<file path="config.mk">
export PLATFORM = sky130hd
export DESIGN_NAME = sram_mem_stage
export DESIGN_NICKNAME = d
export VERILOG_FILES = /design/src/rtl/sram_mem_stage.sv
export SDC_FILE = /design/constraint.sdc
export NUM_CORES = 1
export LEC_CHECK = 0
export ABC_AREA = 1
export CORE_ASPECT_RATIO = 1.1
export CORE_MARGIN = 10
export CORE_UTILIZATION = 37
export DETAILED_ROUTE_END_ITERATION = 7
export PLACE_DENSITY = 0.82
export SLEW_MARGIN = 40
export SYNTH_ARGS = -nofsm -noshare
export SYNTH_HDL_FRONTEND = slang
export SYNTH_SLANG_ARGS = --single-unit
</file>
<file path="constraint.sdc">
create_clock -name clk -period 2.5 [get_ports clk]
set_clock_uncertainty 0.1 [all_clocks]
set_input_delay 0.375 -clock clk [delete_from_list [all_inputs] [get_ports clk]]
set_output_delay 0.375 -clock clk [all_outputs]
set_load 0.02 [all_outputs]
</file>
<file path="src/rtl/sram_mem_stage.sv">
// sram_mem_stage: ARM MEM stage doing 32-bit LDR/STR as two halfword phases on a 16-bit SRAM.
// Latency: non-memory ops 0 cycles; memory ops stall 2*WAIT_CYCLES+3 cycles, result in the DONE cycle.
// Backpressure: ready=0 freezes the whole pipeline; upstream holds all inputs stable meanwhile.
module sram_mem_stage #(
    parameter int unsigned BASE_ADDR   = 1024,
    parameter int unsigned WAIT_CYCLES = 1
) (
    input  logic        clk,
    input  logic        rst,
    input  logic        wb_en_in,
    input  logic        mem_read_en_in,
    input  logic        mem_write_en_in,
    input  logic [31:0] alu_res_in,
    input  logic [31:0] val_Rm_in,
    input  logic [3:0]  dest_in,
    output logic        wb_en_out,
    output logic        mem_read_en_out,
    output logic [31:0] alu_res_out,
    output logic [3:0]  dest_out,
    output logic [31:0] mem_data_out,
    output logic        ready,
    output logic [17:0] sram_addr,
    output logic [15:0] sram_dq_out,
    output logic        sram_dq_oe,
    input  logic [15:0] sram_dq_in,
    output logic        sram_we_n
);

    typedef enum logic [1:0] {
        ST_IDLE,
        ST_LO,
        ST_HI,
        ST_DONE
    } state_t;

    localparam logic [3:0] CNT_LAST = 4'(WAIT_CYCLES);

    state_t      state;
    state_t      state_nxt;
    logic [3:0]  cnt;
    logic [3:0]  cnt_nxt;
    logic        is_write;
    logic        is_write_nxt;
    logic [31:0] data;
    logic [31:0] data_nxt;
    logic [31:0] mem_data_q;
    logic [31:0] mem_data_nxt;

    logic        request;
    logic        phase_last;
    logic [31:0] offset;
    logic [16:0] word_addr;
    logic        unused_offset_bits;

    assign request    = mem_read_en_in | mem_write_en_in;
    assign offset     = alu_res_in - 32'(BASE_ADDR);
    assign word_addr  = offset[18:2];
    assign phase_last = (cnt == CNT_LAST);

    // Byte offset and bits above the 17-bit word index wrap away silently.
    assign unused_offset_bits = ^{offset[31:19], offset[1:0]};

    assign wb_en_out       = wb_en_in & ready;
    assign mem_read_en_out = mem_read_en_in & ready;
    assign alu_res_out     = alu_res_in;
    assign dest_out        = dest_in;
    assign mem_data_out    = mem_data_q;

    always_ff @(posedge clk) begin
        if (!rst) begin
            state      <= ST_IDLE;
            cnt        <= 4'd0;
            is_write   <= 1'b0;
            data       <= 32'd0;
            mem_data_q <= 32'd0;
        end else begin
            state      <= state_nxt;
            cnt        <= cnt_nxt;
            is_write   <= is_write_nxt;
            data       <= data_nxt;
            mem_data_q <= mem_data_nxt;
        end
    end

    always_comb begin
        state_nxt    = state;
        cnt_nxt      = cnt;
        is_write_nxt = is_write;
        data_nxt     = data;
        mem_data_nxt = mem_data_q;
        ready        = 1'b0;
        sram_addr    = 18'd0;
        sram_dq_out  = 16'd0;
        sram_dq_oe   = 1'b0;
        sram_we_n    = 1'b1;

        case (state)
            ST_IDLE: begin
                ready = !request;
                if (request) begin
                    // A simultaneous read+write request is treated as a write.
                    is_write_nxt = mem_write_en_in;
                    cnt_nxt      = 4'd0;
                    state_nxt    = ST_LO;
                end
            end

            ST_LO: begin
                sram_addr = {word_addr, 1'b0};
                if (is_write) begin
                    sram_dq_out = val_Rm_in[15:0];
                    sram_dq_oe  = 1'b1;
                    // Strobe released in the final cycle so address/data are held past it.
                    sram_we_n   = (cnt >= CNT_LAST);
                end
                if (phase_last) begin
                    if (!is_write) begin
                        data_nxt[15:0] = sram_dq_in;
                    end
                    cnt_nxt   = 4'd0;
                    state_nxt = ST_HI;
                end else begin
                    cnt_nxt = cnt + 4'd1;
                end
            end

            ST_HI: begin
                sram_addr = {word_addr, 1'b1};
                if (is_write) begin
                    sram_dq_out = val_Rm_in[31:16];
                    sram_dq_oe  = 1'b1;
                    sram_we_n   = (cnt >= CNT_LAST);
                end
                if (phase_last) begin
                    if (!is_write) begin
                        data_nxt[31:16] = sram_dq_in;
                        mem_data_nxt    = {sram_dq_in, data[15:0]};
                    end
                    cnt_nxt   = 4'd0;
                    state_nxt = ST_DONE;
                end else begin
                    cnt_nxt = cnt + 4'd1;
                end
            end

            ST_DONE: begin
                // Pipeline advances on this edge, so the held request is consumed.
                ready     = 1'b1;
                state_nxt = ST_IDLE;
            end

            default: begin
                state_nxt = ST_IDLE;
            end
        endcase
    end

endmodule

</file>
==> impl_metrics.toml <==
[route]
ant_nets = 0
wl_um = 10700
drc = 0
drtPass1Iterations = 4
drt-initial-drc-count = 196
wire_per_inst_um = 15.8
via_per_inst = 4.84
vias = 3286

[worst_setup_path]
worstPathRequired_ps = 2030
critical_path_class = "in -> out"
r2r_end = "data[0]"
cp_max_fo = 5
cp_cell_sequence = "clkdlybuf4s50_1, inv_1, ha_1, nand3_2, o21ai_1, nand2_1, nor2_1, clkdlybuf4s15_2"
cp-end-kind = "output port"
crit_path_start_kind = "primary input"
critPathArrivalTime_ps = 1950
reg2reg_depth = 7
r2r_slack_ps = 580
r2r-start = "state[1]"
critPathMaxStageDelay_ps = 480
cpMaxStageDelayCell = "clkdlybuf4s50_1"

[grt]
grt_pass1_wl_um = 16300
grt_max_degree = 51
first_global_vias = 3076
antenna_found_initial = 0
grt_usage = 0.165
overflow = 0

[run]
drv_cap = 0

[place]
dpl.hpwl_um = 8600
gp_congestion = 0.885
dp_slack_ps = -304
placed_cell_area_um2 = 4460
portBuffers = 157

[logic_synthesis]
synth_area_leaders = "dfxtp_1 37%, nand2_1 14%, a21oi_1 12%"
synth_area_per_cell_um2 = 6.69
ys.warnings.count = 0
yosysUniqueCellTypes = 20
syn_nets = 546
yosys.area.top_type = "dfxtp_1"
synth_top_area_frac = 0.365
synth_area_um2 = 3020
ys_ff_latch = 55
synth-seq-area-share = 0.365
synthCells = 451

[finish]
diodes = 0
final_cell_area_um2 = 4450
nFillCells = 765
fin_nets = 665
seq_area_um2 = 1100
finish.utilization = 0.563
final_common_cell = "clkdlybuf4s50_1"
area_delta_synth_final_pct = 47.7
layout-drive-gt1-share = 0.0893
most-common-layout-cells = "119 x clkdlybuf4s50_1, 113 x nand2_1, 73 x a21oi_1, 58 x nand3_1, 55 x dfxtp_1"
multi_input_area_um2 = 1390

[clock_tree]
cts_max_level = 2
clk_pin_slew_ps = 100
clockBufferDepth = 2
clk_latency_ps = 310
cts_buffers = 5
cts-root-buf = "clkbuf_8"
post_cts_buffers = 0
cts_tree = "done"
cts_sinks = 55
ctsHoldBuffers = 0

[hold_path]
min_from = "mem_data_out[9]"
worstHoldPathCells = 2
min_path_type = "reg -> reg"
hold_end = "mem_data_out[9]"

[timing]
hold_violations = 0
period_needed_ps = 2430
max_slew.worst_pin.slew_ps = 503
layout_setup_ws_ps = 70.4
period_share = 0.972
hold_slack_ps = 369
setup_viol = 0
drv_slew = 0
maxSlewHeadroom = 0.664
timing.fmax_mhz = 412

[die]
fp-row-count = 34
die_w_um = 106
die_area_um2 = 12200
coreArea_um2 = 7910
io_pins = 196
die_h_um = 115
initial_utilization = 0.381

[power_and_ir_drop]
p_leak_nw = 1.79
vdd_drop_max_mv = 0.511
powerDensity_nw_per_um2 = 675

[status]
outcome = "finished, final reports clean"
-- sequential cells by signal (all words and copies together) (netlist names) --
name and count:
is_write 1, data 16, state 2, cnt 4, mem_data_out 32
-- critical path, delay by kind of cell --
family / cells / cell delay (ps)
AOI/OAI and AO/OA: 1 / 180
adders and majority gates: 1 / 220
buffers and inverters: 3 / 860
and+or+nand+nor: 3 / 300
-- how the worst max path moves through the flow --
stage / startpoint / endpoint / slack, ps / depth (start not counted)
floorplan: state[0] / sram_addr[12] / 360 / 9
global placement: alu_res_in[10] / sram_addr[11] / -200 / 6
detailed placement: alu_res_in[10] / sram_addr[11] / -300 / 6
CTS: state[0] / sram_addr[16] / 9 / 7
global route: alu_res_in[10] / sram_addr[15] / -10 / 8
finish: alu_res_in[10] / sram_addr[15] / 70 / 8
-- synth_stat cells (all sizes together) --
cell type,instances
nor2,37
a21oi,73
clkbuf,10
dfxtp,55
nand2,114
or2,2
buf,51
nand3,59
inv,34
o21ai,6
nand4,2
ha,6
nor3,1
clkinv,1
-- power breakdown --
group	total [W]	switching [W]	internal (W)
registers	0.00101	0.0000627	0.000945
logic	0.00152	0.000954	0.000561
clock network	0.000482	0.000285	0.000198
total	0.00301	0.00130	0.00170
-- per-stage QoR --
step / total power (W) / TNS [ps] / instances
6_report: 0.00301 / 0 / 679
5_1_grt: 0.00321 / -11.2 / 679
4_1_cts: 0.00303 / 0 / 679
3_5_place_dp: 0.00262 / -1230 / 671
3_3_place_gp: 0.00258 / -803 / 671
2_1_floorplan: 0.00205 / 0 / 451
-- logic make-up (layout without fill, tap and decap cells) --
group           after synthesis  after routing  synth area share
simple gates                215            215             0.303
buf+inv                      96            216             0.176
compound gates               79             79             0.131
flops                        55             55             0.365
fa+ha+maj                     6              6            0.0249
-- per-layer routing --
metal | vias to the layer above | track usage | share of wire
met4 | 0 | 0.0497 | 0.021
met3 | 18 | 0.0389 | 0.053
met5 | - | 0 | 0
met2 | 74 | 0.312 | 0.55
met1 | 1533 | 0.176 | 0.37
li1 | 1661 | - | -
-- timing repair --
action / 4_1_cts / 5_1_grt
endpoints found under the setup margin: 38 / 20
resized for setup: 44 / 33
pin swaps: 0 / 1
-- layout make-up --
cell class                      count  area share
Inverter                           35      0.0295
Sequential cell                    55       0.247
Multi-Input combinational cell    300       0.312
Clock buffer                        5      0.0155
Timing Repair Buffer              173       0.361
Clock inverter                      3     0.00421
Tap cell                          108      0.0303
(Power assumes the default switching activity.)
